File: src/rtl/gray_decode_monitor_pkg.sv
// Shared gray-domain definitions: checker FSM encoding and a width-agnostic gray-to-binary helper.
// Latency: none (types and pure functions only); no backpressure.
package gray_decode_monitor_pkg;

    typedef enum logic [1:0] {
        S_EMPTY = 2'd0,
        S_TRACK = 2'd1,
        S_FAULT = 2'd2
    } state_t;

    localparam int GRAY_MAX_W = 32;

    // Zero-extended codes decode correctly at any width <= GRAY_MAX_W because the
    // leading zeros contribute nothing to the running XOR.
    function automatic logic [GRAY_MAX_W-1:0] gray2bin(input logic [GRAY_MAX_W-1:0] g);
        logic [GRAY_MAX_W-1:0] b;
        b[GRAY_MAX_W-1] = g[GRAY_MAX_W-1];
        for (int i = GRAY_MAX_W - 2; i >= 0; i--) begin
            b[i] = b[i+1] ^ g[i];
        end
        return b;
    endfunction

endpackage

File: src/rtl/gray_decode_monitor_if.sv
// Sample stream into the gray monitor and its decoded/status outputs.
// Latency: wires only; the stream has no backpressure.
interface gray_decode_monitor_if #(
    parameter int WIDTH     = 3,
    parameter int CNT_WIDTH = 8
) ();
    logic [WIDTH-1:0]     gray_in;
    logic                 gray_valid;
    logic                 clear_fault;
    logic [WIDTH-1:0]     bin_out;
    logic                 bin_valid;
    logic                 step_ok;
    logic                 fault;
    logic [CNT_WIDTH-1:0] step_count;

    modport master (
        output gray_in, gray_valid, clear_fault,
        input  bin_out, bin_valid, step_ok, fault, step_count
    );

    modport slave (
        input  gray_in, gray_valid, clear_fault,
        output bin_out, bin_valid, step_ok, fault, step_count
    );
endinterface

File: src/rtl/gray_decode_monitor_gray_to_bin.sv
// Combinational gray-to-binary decoder for a WIDTH-bit code.
// Latency: 0 cycles; no backpressure.
module gray_to_bin #(
    parameter int WIDTH = 3
) (
    input  logic [WIDTH-1:0] gray,
    output logic [WIDTH-1:0] bin
);
    import gray_decode_monitor_pkg::*;

    assign bin = WIDTH'(gray2bin(GRAY_MAX_W'(gray)));

endmodule

File: src/rtl/gray_decode_monitor.sv
// Decodes a gray sample stream and flags any step other than +1 or repeat.
// Latency: 1 cycle from sample to registered outputs; no backpressure, one sample per cycle.
module gray_decode_monitor #(
    parameter int WIDTH     = 3,
    parameter int CNT_WIDTH = 8
) (
    input  logic                 clk,
    input  logic                 reset,
    gray_decode_monitor_if.slave mon
);
    import gray_decode_monitor_pkg::*;

    localparam logic [WIDTH-1:0]     BIN_ONE = WIDTH'(1);
    localparam logic [CNT_WIDTH-1:0] CNT_ONE = CNT_WIDTH'(1);

    logic [WIDTH-1:0]     decoded;
    logic [WIDTH-1:0]     exp_next;
    logic                 is_step;
    logic                 is_repeat;
    state_t               state;
    state_t               state_nxt;
    state_t               eff_state;

    logic [WIDTH-1:0]     bin_q,   bin_nxt;
    logic                 vld_q,   vld_nxt;
    logic                 ok_q,    ok_nxt;
    logic                 fault_q, fault_nxt;
    logic [CNT_WIDTH-1:0] cnt_q,   cnt_nxt;

    gray_to_bin #(.WIDTH(WIDTH)) u_gray_to_bin (
        .gray (mon.gray_in),
        .bin  (decoded)
    );

    // bin_q doubles as the reference sample; carry is dropped so all-ones wraps to zero.
    assign exp_next  = bin_q + BIN_ONE;
    assign is_step   = (decoded == exp_next);
    assign is_repeat = (decoded == bin_q);
    // A clear takes effect before any sample arriving in the same cycle.
    assign eff_state = mon.clear_fault ? S_EMPTY : state;

    always_ff @(posedge clk) begin
        if (reset) begin
            state <= S_EMPTY;
        end else begin
            state <= state_nxt;
        end
    end

    always_comb begin
        state_nxt = eff_state;
        if (mon.gray_valid) begin
            case (eff_state)
                S_EMPTY: state_nxt = S_TRACK;
                S_TRACK: state_nxt = (is_step || is_repeat) ? S_TRACK : S_FAULT;
                S_FAULT: state_nxt = S_FAULT;
                default: state_nxt = S_TRACK;
            endcase
        end else if (eff_state != S_TRACK && eff_state != S_FAULT) begin
            state_nxt = S_EMPTY;
        end
    end

    always_comb begin
        bin_nxt   = bin_q;
        vld_nxt   = 1'b0;
        ok_nxt    = 1'b0;
        fault_nxt = mon.clear_fault ? 1'b0 : fault_q;
        cnt_nxt   = mon.clear_fault ? '0 : cnt_q;
        if (mon.gray_valid) begin
            bin_nxt = decoded;
            vld_nxt = 1'b1;
            if (eff_state == S_TRACK) begin
                if (is_step) begin
                    ok_nxt = 1'b1;
                    if (cnt_nxt != '1) begin
                        cnt_nxt = cnt_nxt + CNT_ONE;
                    end
                end else if (!is_repeat) begin
                    fault_nxt = 1'b1;
                end
            end
        end
    end

    always_ff @(posedge clk) begin
        if (reset) begin
            bin_q   <= '0;
            vld_q   <= 1'b0;
            ok_q    <= 1'b0;
            fault_q <= 1'b0;
            cnt_q   <= '0;
        end else begin
            bin_q   <= bin_nxt;
            vld_q   <= vld_nxt;
            ok_q    <= ok_nxt;
            fault_q <= fault_nxt;
            cnt_q   <= cnt_nxt;
        end
    end

    assign mon.bin_out    = bin_q;
    assign mon.bin_valid  = vld_q;
    assign mon.step_ok    = ok_q;
    assign mon.fault      = fault_q;
    assign mon.step_count = cnt_q;

endmodule

File: src/flat_wrapper.sv
// flat-port wrapper written by rule: the top's interface ports become plain ports
module gray_decode_monitor_flat import gray_decode_monitor_pkg::*;
#(
    parameter int WIDTH     = 3,
    parameter int CNT_WIDTH = 8
)
  (clk, reset, mon_gray_in, mon_gray_valid, mon_clear_fault, mon_bin_out, mon_bin_valid, mon_step_ok, mon_fault, mon_step_count);
  gray_decode_monitor_if #(.WIDTH(WIDTH), .CNT_WIDTH(CNT_WIDTH)) mon_i ();
  input  logic clk;
  input  logic reset;
  input wire logic [$bits(mon_i.gray_in)-1:0] mon_gray_in;
  input wire logic [$bits(mon_i.gray_valid)-1:0] mon_gray_valid;
  input wire logic [$bits(mon_i.clear_fault)-1:0] mon_clear_fault;
  output wire logic [$bits(mon_i.bin_out)-1:0] mon_bin_out;
  output wire logic [$bits(mon_i.bin_valid)-1:0] mon_bin_valid;
  output wire logic [$bits(mon_i.step_ok)-1:0] mon_step_ok;
  output wire logic [$bits(mon_i.fault)-1:0] mon_fault;
  output wire logic [$bits(mon_i.step_count)-1:0] mon_step_count;
  assign mon_i.gray_in = mon_gray_in;
  assign mon_i.gray_valid = mon_gray_valid;
  assign mon_i.clear_fault = mon_clear_fault;
  assign mon_bin_out = mon_i.bin_out;
  assign mon_bin_valid = mon_i.bin_valid;
  assign mon_step_ok = mon_i.step_ok;
  assign mon_fault = mon_i.fault;
  assign mon_step_count = mon_i.step_count;
  gray_decode_monitor #(.WIDTH(WIDTH), .CNT_WIDTH(CNT_WIDTH)) u_core (.clk(clk), .reset(reset), .mon(mon_i));
endmodule
File: config.mk
export PLATFORM = sky130hd
export DESIGN_NAME = gray_decode_monitor_flat
export DESIGN_NICKNAME = d
export VERILOG_FILES = /design/src/rtl/gray_decode_monitor_pkg.sv /design/src/rtl/gray_decode_monitor_if.sv /design/src/rtl/gray_decode_monitor_gray_to_bin.sv /design/src/rtl/gray_decode_monitor.sv /design/src/flat_wrapper.sv
export SDC_FILE = /design/constraint.sdc
export NUM_CORES = 1
export LEC_CHECK = 0
export ABC_AREA = 1
export BUFFER_PORTS_ARGS = -buffer_cell sky130_fd_sc_hd__buf_2
export CELL_PAD_IN_SITES_DETAIL_PLACEMENT = 0
export CELL_PAD_IN_SITES_GLOBAL_PLACEMENT = 1
export CORE_ASPECT_RATIO = 0.7
export CORE_UTILIZATION = 37
export DETAILED_ROUTE_END_ITERATION = 6
export PLACE_DENSITY_LB_ADDON = 0.1
export SLEW_MARGIN = 20
export SYNTH_ARGS = -nofsm -noshare
export SYNTH_HDL_FRONTEND = slang
export SYNTH_HIERARCHICAL = 1
export SYNTH_SLANG_ARGS = --single-unit
export TNS_END_PERCENT = 100
File: constraint.sdc
create_clock -name clk -period 1.99 [get_ports clk]
set_clock_uncertainty 0.2 [all_clocks]
set_input_delay 0.398 -clock clk [delete_from_list [all_inputs] [get_ports clk]]
set_output_delay 0.398 -clock clk [all_outputs]
set_load 0.02 [all_outputs]
==> reports/qor.csv, run 1 <==
metric,value,unit
htreeDepth,1,
most-common-layout-cells,"sky130_fd_sc_hd__nand2_1 (36), sky130_fd_sc_hd__inv_1 (25), sky130_fd_sc_hd__buf_2 (20)",
final-max-slew-violation-count,0,
synth_cell_type_count,24,
clockRootBuffer,sky130_fd_sc_hd__clkbuf_8,
clk_latency,0.25,ns
final-setup-viol-count,0,
route.final.wire_length,2.47,mm
timing_hold_violations_final,0,
die_area,3090,um2
clkTransAtPathRegs,0.06,ns
synth.area.mux_share,0,
p_leak,0.612,nW
initialDrtViolationCount,23,
yosys.area_share.xor_xnor,0,
holdCritPathClass,primary input to flip-flop,
critical_path_peak_fanout,6,
worstPathCellList,"ha_1, inv_1, nand2_1, nand2_1, nor2_4, nand3_4, inv_1, nand2_1, a21oi_1, nor2_1",
synth_top_cell_by_area,sky130_fd_sc_hd__dfxtp_1,
ys_seq_elements,16,
io_pins,21,
post_synth_inst_count,160,
synth-warning-count,6,
finalWorstPathRequiredPeriod,1.74,ns
timing.max_slew.rel_slack,0.743,
cts_inserted_buffers,3,
max_cap_viol_count,0,
synth_edf_count,0,
critical_path_arrival,1.69,ns
timing.final.crit_share,0.874,
area.growth.synth_to_final,19.0,%
place.gp.congestion,0.781,
cp.buffers_inverters,2,
postSynthNetCount,171,
power_density,595,nW/um2
cts.hold.buffers_added,0,
clock_tree_from_tritoncts,yes,
core.rowCount,15,
totalNegativeSetupSlack,0,ns
pin_count_of_the_biggest_net_entering_global_routing,12,
synth_top_family_by_area,simple AND/OR/NAND/NOR gates,
synthAdderAreaFrac,0.0471,
cts_max_path_buffers,2,
final_critical_path_setup_slack,0.250,ns
postLayoutCellArea,1260,um2
start_util,0.410,
grt_antenna_before_repair,0,
synth-compound-area-share,0.0978,
grt.total_usage,0.186,
placed_cell_area,1200,um2
postSynth.asyncResetShare,0,
final_core_util,0.488,
max_freq,0.575,GHz
dp.cells,214,
grt_overflow_total,0,
routed_wire_length_per_instance,11.3,um
crit_path_max_delay_family,simple AND/OR/NAND/NOR gates,
fraction_of_final_layout_cells_sized_beyond_drive_strength_1,0.288,
layout.cells.non_filler,218,
rsz0062_at_grt,false,
path_class,flip-flop to flip-flop,
buffer_ports.inserted,20,
final_net_count,196,
startpoint_type,flip-flop,
drtPass1Iterations,4,
crit_path_end_kind,flip-flop,
grt_pass1_wl,4.18,mm
diodes,0,
dp_slack,0.0145,ns
run_status,"complete, no violations",
horizontal_die_dimension,66.0,um
synth_area,1060,um2
max_slew.worst_pin.slew,0.385,ns
final.hold.worst_slack,0.186,ns
avgViaCountPerCell,4.65,
multi_input_area,598,um2
synth_largest_type_area_fraction,0.302,
synth_area_per_cell,6.64,um2
most_common_cell_after_layout_fill_and_taps_aside,sky130_fd_sc_hd__nand2_1,
filler_cell_count,274,
hpwlAfterDp,1.97,mm
vias_in_the_first_global_route,919,
drcViolationCount,0,
timing.critical_path.slowest_cell_delay,0.34,ns
detail-route-antenna-nets,0,
dominant_synthesized_flop_cell,sky130_fd_sc_hd__dfxtp_1,
floorplan.core_area,2590,um2
vias,1013,
layout.area.seq,320,um2
die_height,46.8,um
required,1.94,ns
largest_vdd_supply_drop,344,uV
clkSinkCount,16,
synth-simple-area-share,0.413,
critical-path-top-cell-by-count,sky130_fd_sc_hd__nand2_1,
post_synth_main_area_contributors,"sky130_fd_sc_hd__dfxtp_1 (30%), sky130_fd_sc_hd__nand2_1 (13%), sky130_fd_sc_hd__inv_1 (8.8%)",
synth_sequential_area_ratio,0.302,
p_total,0.752,mW
slowest_stage,sky130_fd_sc_hd__dfxtp_1,
[logic make-up after synthesis]
| kind of cell | count (synthesis) |
|---|---|
| fa+ha+maj | 4 |
| simple gates | 86 |
| flops | 16 |
| compound gates | 20 |
| buf+inv | 34 |
[cell type report]
class	count	area share
clock buffer	4	0.0436
multi-input combinational	110	0.473
inverter	30	0.0931
timing repair buffer	24	0.103
sequential	16	0.253
tap	34	0.0337
[state kept, by name (all words and copies together), names as in the netlist]
signal                 cells
u_core/mon.bin_out         3
u_core/mon.bin_valid       1
u_core/mon.fault           1
u_core/mon.step_count      8
u_core/mon.step_ok         1
u_core/state               2
[metal layers]
metal | vias to the layer above | GRT usage | part of all wire
met5 | - | 0 | 0
met2 | 23 | 0.263 | 0.38
li1 | 543 | - | -
met4 | 0 | 0.0638 | 0.015
met1 | 442 | 0.269 | 0.55
met3 | 5 | 0.0534 | 0.052
[repair_timing]
action	CTS	global route
setup endpoints to repair	0	1
resized for setup	0	1
buffers inserted	0	0
endpoints found under the hold margin	0	0
[power breakdown]
group | leakage, nW | internal [mW] | switching, mW | total [mW]
clock network | 0.0288 | 0.176 | 0.117 | 0.293
logic | 0.453 | 0.0415 | 0.0823 | 0.124
registers | 0.130 | 0.329 | 0.00655 | 0.335
total | 0.612 | 0.546 | 0.206 | 0.752
[Yosys cell counts, types with 2 or more instances]
library cell,number
sky130_fd_sc_hd__nand3_2,3
sky130_fd_sc_hd__nor2_2,5
sky130_fd_sc_hd__nand3_4,2
sky130_fd_sc_hd__nand2_1,36
sky130_fd_sc_hd__a21oi_1,10
sky130_fd_sc_hd__inv_1,25
sky130_fd_sc_hd__ha_1,4
sky130_fd_sc_hd__nand3_1,8
sky130_fd_sc_hd__o21ai_1,3
sky130_fd_sc_hd__nand4_1,3
sky130_fd_sc_hd__nor2_1,18
sky130_fd_sc_hd__nor2_4,2
sky130_fd_sc_hd__dfxtp_1,16
sky130_fd_sc_hd__nand2_2,7
sky130_fd_sc_hd__inv_2,4
sky130_fd_sc_hd__o21ai_0,5
sky130_fd_sc_hd__buf_4,2
[final timing paths]
path	from	endpoint	slack, ns	cells after the start
worst max register to register	u_core/mon.bin_out[0]	u_core/mon.step_count[0]	0.25	10
worst min register to register	u_core/mon.fault	u_core/mon.fault	0.27	2
worst min-delay path	reset	u_core/mon.step_count[7]	0.19	2
worst max-delay path	u_core/mon.bin_out[0]	u_core/mon.step_count[0]	0.25	10
(Power assumes the default switching activity.)
==> inputs of run 2 (changes only) <==
==> constraint.sdc (replaced) <==
create_clock -name clk -period 1.99 [get_ports clk]
set_clock_uncertainty 0.2 [all_clocks]
set_input_delay 0.0995 -clock clk [delete_from_list [all_inputs] [get_ports clk]]
set_output_delay 0.0995 -clock clk [all_outputs]
set_load 0.02 [all_outputs]
==> reports/qor.csv, run 2 (same netlist as run 1, synthesis figures left out) <==
metric,value,unit
cts_max_path_buffers,2,
startpoint_type,flip-flop,
io_pins,21,
postLayoutCellArea,1270,um2
max_cap_viol_count,0,
critical_path_peak_fanout,6,
buffer_ports.inserted,20,
min_path_cells,4,
cp_num_cells,9,
clkTransAtPathRegs,0.07,ns
timing.hold.worst.start,mon_clear_fault,
grt_antenna_before_repair,0,
diodes,0,
final-max-slew-violation-count,0,
layout.cells.non_filler,219,
post_cts_resized,0,
totalNegativeSetupSlack,0,ns
die_height,46.8,um
start_util,0.410,
grt_pass1_wl,3.88,mm
max_freq,0.566,GHz
initialDrtViolationCount,28,
most_common_cell_after_layout_fill_and_taps_aside,sky130_fd_sc_hd__nand2_1,
filler_cell_count,274,
p_leak,0.614,nW
largest_vdd_supply_drop,328,uV
floorplan.core_area,2590,um2
most-common-layout-cells,"sky130_fd_sc_hd__nand2_1 (36), sky130_fd_sc_hd__inv_1 (25), sky130_fd_sc_hd__buf_2 (20)",
power_density,588,nW/um2
worstPathCellList,"ha_1, nand2_1, nand2_1, nor2_2, nand3_4, inv_1, nand2_1, a21oi_1, nor2_1",
path_class,flip-flop to flip-flop,
routed_wire_length_per_instance,10.6,um
timing.critical_path.slowest_cell_delay,0.34,ns
pin_count_of_the_biggest_net_entering_global_routing,12,
critical_path.startpoint,u_core/mon.bin_out[0],
holdCritPathClass,primary input to flip-flop,
rr_worst_depth,9,
rr_endpoint,u_core/mon.step_count[0],
fraction_of_final_layout_cells_sized_beyond_drive_strength_1,0.276,
timing.final.crit_share,0.887,
final_critical_path_setup_slack,0.224,ns
dp_slack,0.235,ns
drcViolationCount,0,
finalWorstPathRequiredPeriod,1.77,ns
clk_latency,0.25,ns
core.rowCount,15,
cts_inserted_buffers,3,
largest_register_ffs,8,
layout.area.seq,320,um2
drtPass1Iterations,4,
hpwlAfterDp,1.84,mm
final_core_util,0.492,
critical_path_arrival,1.72,ns
route.final.wire_length,2.33,mm
htreeDepth,1,
placed_cell_area,1190,um2
run_status,"complete, no violations",
clockRootBuffer,sky130_fd_sc_hd__clkbuf_8,
slowest_stage,sky130_fd_sc_hd__dfxtp_1,
worst_r2r_startpoint,u_core/mon.bin_out[0],
die_area,3090,um2
avgViaCountPerCell,4.54,
worst_hold_path.endpoint,u_core/mon.fault,
area.growth.synth_to_final,19.9,%
vias_in_the_first_global_route,850,
clkSinkCount,16,
multi_input_area,593,um2
crit_path_end_kind,flip-flop,
grt_overflow_total,0,
dp.cells,212,
vias,995,
critical-path-top-cell-by-count,sky130_fd_sc_hd__nand2_1,
required,1.94,ns
crit_path_max_delay_family,simple AND/OR/NAND/NOR gates,
horizontal_die_dimension,66.0,um
clock_tree_from_tritoncts,yes,
timing_hold_violations_final,0,
place.gp.congestion,0.765,
max_slew.worst_pin.slew,0.367,ns
detail-route-antenna-nets,0,
r2r_slack,0.22,ns
timing.max_slew.rel_slack,0.755,
final_net_count,197,
final-setup-viol-count,0,
grt.total_usage,0.172,
rsz0062_at_grt,false,
cp.buffers_inverters,1,
## run 2: per-layer routing
metal / GRT usage / vias to the layer above / routed length (um)
met5: 0 / - / 0
met4: 0.0511 / 0 / 19
met3: 0.0510 / 2 / 168
met2: 0.239 / 24 / 866
met1: 0.255 / 424 / 1270
li1: - / 545 / -
## run 2: area by class of cell
cell class	instances	area share
Tap cell	34	0.0334
Timing Repair Buffer	25	0.114
Clock buffer	4	0.0432
Inverter	30	0.0923
Multi-Input combinational cell	110	0.466
Sequential cell	16	0.251
## run 2: timing repair
item,in CTS,in global routing
hold buffers,3,0
setup buffers,0,0
endpoints found under the hold margin,8,0
## run 2: through the flow
step | power (mW) | hold slack, ns
after floorplan | 0.430 | -0.0314
final | 0.750 | 0.00295
after detailed placement | 0.459 | 0.165
after global placement | 0.457 | 0.168
after global routing | 0.798 | 0.00731
after CTS | 0.758 | 0.00107
## run 2: power by group
| group | internal, mW | switching, mW | total, mW |
|---|---|---|---|
| Sequential | 0.328 | 0.00652 | 0.335 |
| Combinational | 0.0415 | 0.0796 | 0.121 |
| Clock | 0.176 | 0.118 | 0.293 |
| Total | 0.546 | 0.204 | 0.750 |
## run 2: worst max path at each step
stage / to / slack (ns)
global route: u_core/mon.step_count[0] / 0.05
floorplan: u_core/mon.step_count[0] / 0.23
CTS: u_core/mon.step_count[0] / 0.22
detailed placement: u_core/mon.step_count[0] / 0.23
global placement: u_core/mon.step_count[0] / 0.29
finish: u_core/mon.step_count[0] / 0.22
## run 2: worst reg2reg max path, stage by stage (launching register included)
cell and delay, ns:
sky130_fd_sc_hd__dfxtp_1 0.34, sky130_fd_sc_hd__ha_1 0.32, sky130_fd_sc_hd__nand2_1 0.08, sky130_fd_sc_hd__nand2_1 0.06
sky130_fd_sc_hd__nor2_2 0.19, sky130_fd_sc_hd__nand3_4 0.14, sky130_fd_sc_hd__inv_1 0.11, sky130_fd_sc_hd__nand2_1 0.07
sky130_fd_sc_hd__a21oi_1 0.11, sky130_fd_sc_hd__nor2_1 0.05
==> inputs of run 3 (changes only) <==
CELL_PAD_IN_SITES_DETAIL_PLACEMENT = 2   (was 0)
CELL_PAD_IN_SITES_GLOBAL_PLACEMENT = 2   (was 1)
CORE_UTILIZATION = 29   (was 37)
==> reports/qor.csv, run 3 (same netlist as run 1, synthesis figures left out) <==
metric,value,unit
critical-path-top-cell-by-count,sky130_fd_sc_hd__nand2_1,
grt_overflow_total,0,
route.final.wire_length,3.17,mm
p_leak,0.607,nW
grt_pass1_wl,5.36,mm
vias_in_the_first_global_route,1083,
hpwlAfterDp,2.60,mm
p_total,0.712,mW
cts_inserted_buffers,3,
timing.final.crit_share,0.904,
startpoint_type,flip-flop,
largest_register_ffs,8,
crit_path_end_kind,flip-flop,
power_density,558,nW/um2
most-common-layout-cells,"sky130_fd_sc_hd__nand2_1 (36), sky130_fd_sc_hd__inv_1 (25), sky130_fd_sc_hd__buf_2 (20)",
holdCritPathClass,primary input to flip-flop,
rsz0062_at_grt,false,
die_height,52.6,um
grt.total_usage,0.190,
clockRootBuffer,sky130_fd_sc_hd__clkbuf_8,
clkSinkCount,16,
routed_wire_length_per_instance,13.7,um
avgViaCountPerCell,4.65,
finalWorstPathRequiredPeriod,1.80,ns
buffer_ports.inserted,20,
rr_worst_depth,9,
most_common_cell_after_layout_fill_and_taps_aside,sky130_fd_sc_hd__nand2_1,
path_class,flip-flop to flip-flop,
required,1.94,ns
final_core_util,0.385,
timing_hold_violations_final,0,
floorplan.core_area,3320,um2
totalNegativeSetupSlack,0,ns
fraction_of_final_layout_cells_sized_beyond_drive_strength_1,0.272,
drcViolationCount,0,
max_slew.worst_pin.slew,0.380,ns
grt_antenna_before_repair,0,
slowest_stage,sky130_fd_sc_hd__dfxtp_1,
io_pins,21,
final_net_count,197,
cp.buffers_inverters,1,
clkTransAtPathRegs,0.07,ns
critical_path_peak_fanout,6,
max_freq,0.556,GHz
worstPathCellList,"ha_1, nand2_1, nand2_1, nor2_2, nand3_4, inv_1, nand2_1, a21oi_1, nor2_1",
htreeDepth,1,
timing.max_slew.rel_slack,0.747,
detail-route-antenna-nets,0,
area.growth.synth_to_final,20.1,%
start_util,0.320,
cts_max_path_buffers,2,
clock_tree_from_tritoncts,yes,
die_area,3910,um2
max_cap_viol_count,0,
place.gp.congestion,0.778,
run_status,"complete, no violations",
min_path_cells,4,
largest_vdd_supply_drop,262,uV
initialDrtViolationCount,42,
core.rowCount,17,
clk_latency,0.25,ns
diodes,0,
cp_num_cells,9,
timing.critical_path.slowest_cell_delay,0.39,ns
drtPass1Iterations,4,
horizontal_die_dimension,74.3,um
vias,1075,
post_cts_buffers,0,
final-max-slew-violation-count,0,
pin_count_of_the_biggest_net_entering_global_routing,12,
critical_path_arrival,1.75,ns
final-setup-viol-count,0,
crit_path_max_delay_family,simple AND/OR/NAND/NOR gates,
==> run 3: changes by cell type in the layout (fill, tap and decap cells not counted), sizes merged <==
cell / delta
clkbuf: -1
==> run 3: final cells by class <==
class	count	area, um2
inverters	30	118
clock buffers	3	41.3
well taps	47	58.8
repair buffers	25	145
flip-flops and latches	16	320
multi-input cells	110	593
fillers	399	2040
==> run 3: worst paths after layout <==
path                          from  slack, ns                  endpoint
min reg2reg       u_core/mon.fault       0.29          u_core/mon.fault
min                mon_clear_fault       0.01  u_core/mon.step_count[1]
max          u_core/mon.bin_out[1]       0.19  u_core/mon.step_count[0]
max reg2reg  u_core/mon.bin_out[1]       0.19  u_core/mon.step_count[0]
==> run 3: stage by stage <==
stage / hold slack (ns) / instances / worst slack, ns / area (um2)
after floorplan: -0.0314 / 160 / 0.228 / 1060
after global placement: 0.178 / 225 / 0.268 / 1200
after detailed placement: 0.177 / 225 / 0.172 / 1200
after CTS: 0.0166 / 231 / 0.196 / 1280
after global routing: 0.0315 / 231 / 0.0264 / 1280
final: 0.0149 / 231 / 0.190 / 1280
==> run 3: timing repair <==
action / CTS / global route
hold buffers: 3 / 0
endpoints found under the hold margin: 8 / 0
resized for setup: 0 / 0
==> run 3: worst min-delay path, delay by kind of cell <==
| kind | cells | cell delay (ns) |
|---|---|---|
| AND/OR/NAND/NOR | 1 | 0.06 |
| buffers and inverters | 2 | 0.19 |
| AO/OA/AOI/OAI | 1 | 0.06 |
==> run 3: metal layers <==
layer  GRT usage  wire (um)  part of all wire  vias up
li1            -          -                 -      542
met1       0.279       1750              0.55      517
met2       0.280       1310              0.41       14
met3      0.0423         96             0.030        2
met4      0.0377         14            0.0044        0
met5           0          0                 0        -
==> run 3: power breakdown <==
group / total [mW] / internal, mW / leakage [nW] / switching (mW)
registers: 0.336 / 0.329 / 0.130 / 0.00733
clock network: 0.249 / 0.134 / 0.0216 / 0.115
logic: 0.127 / 0.0416 / 0.455 / 0.0852
total: 0.712 / 0.504 / 0.607 / 0.208
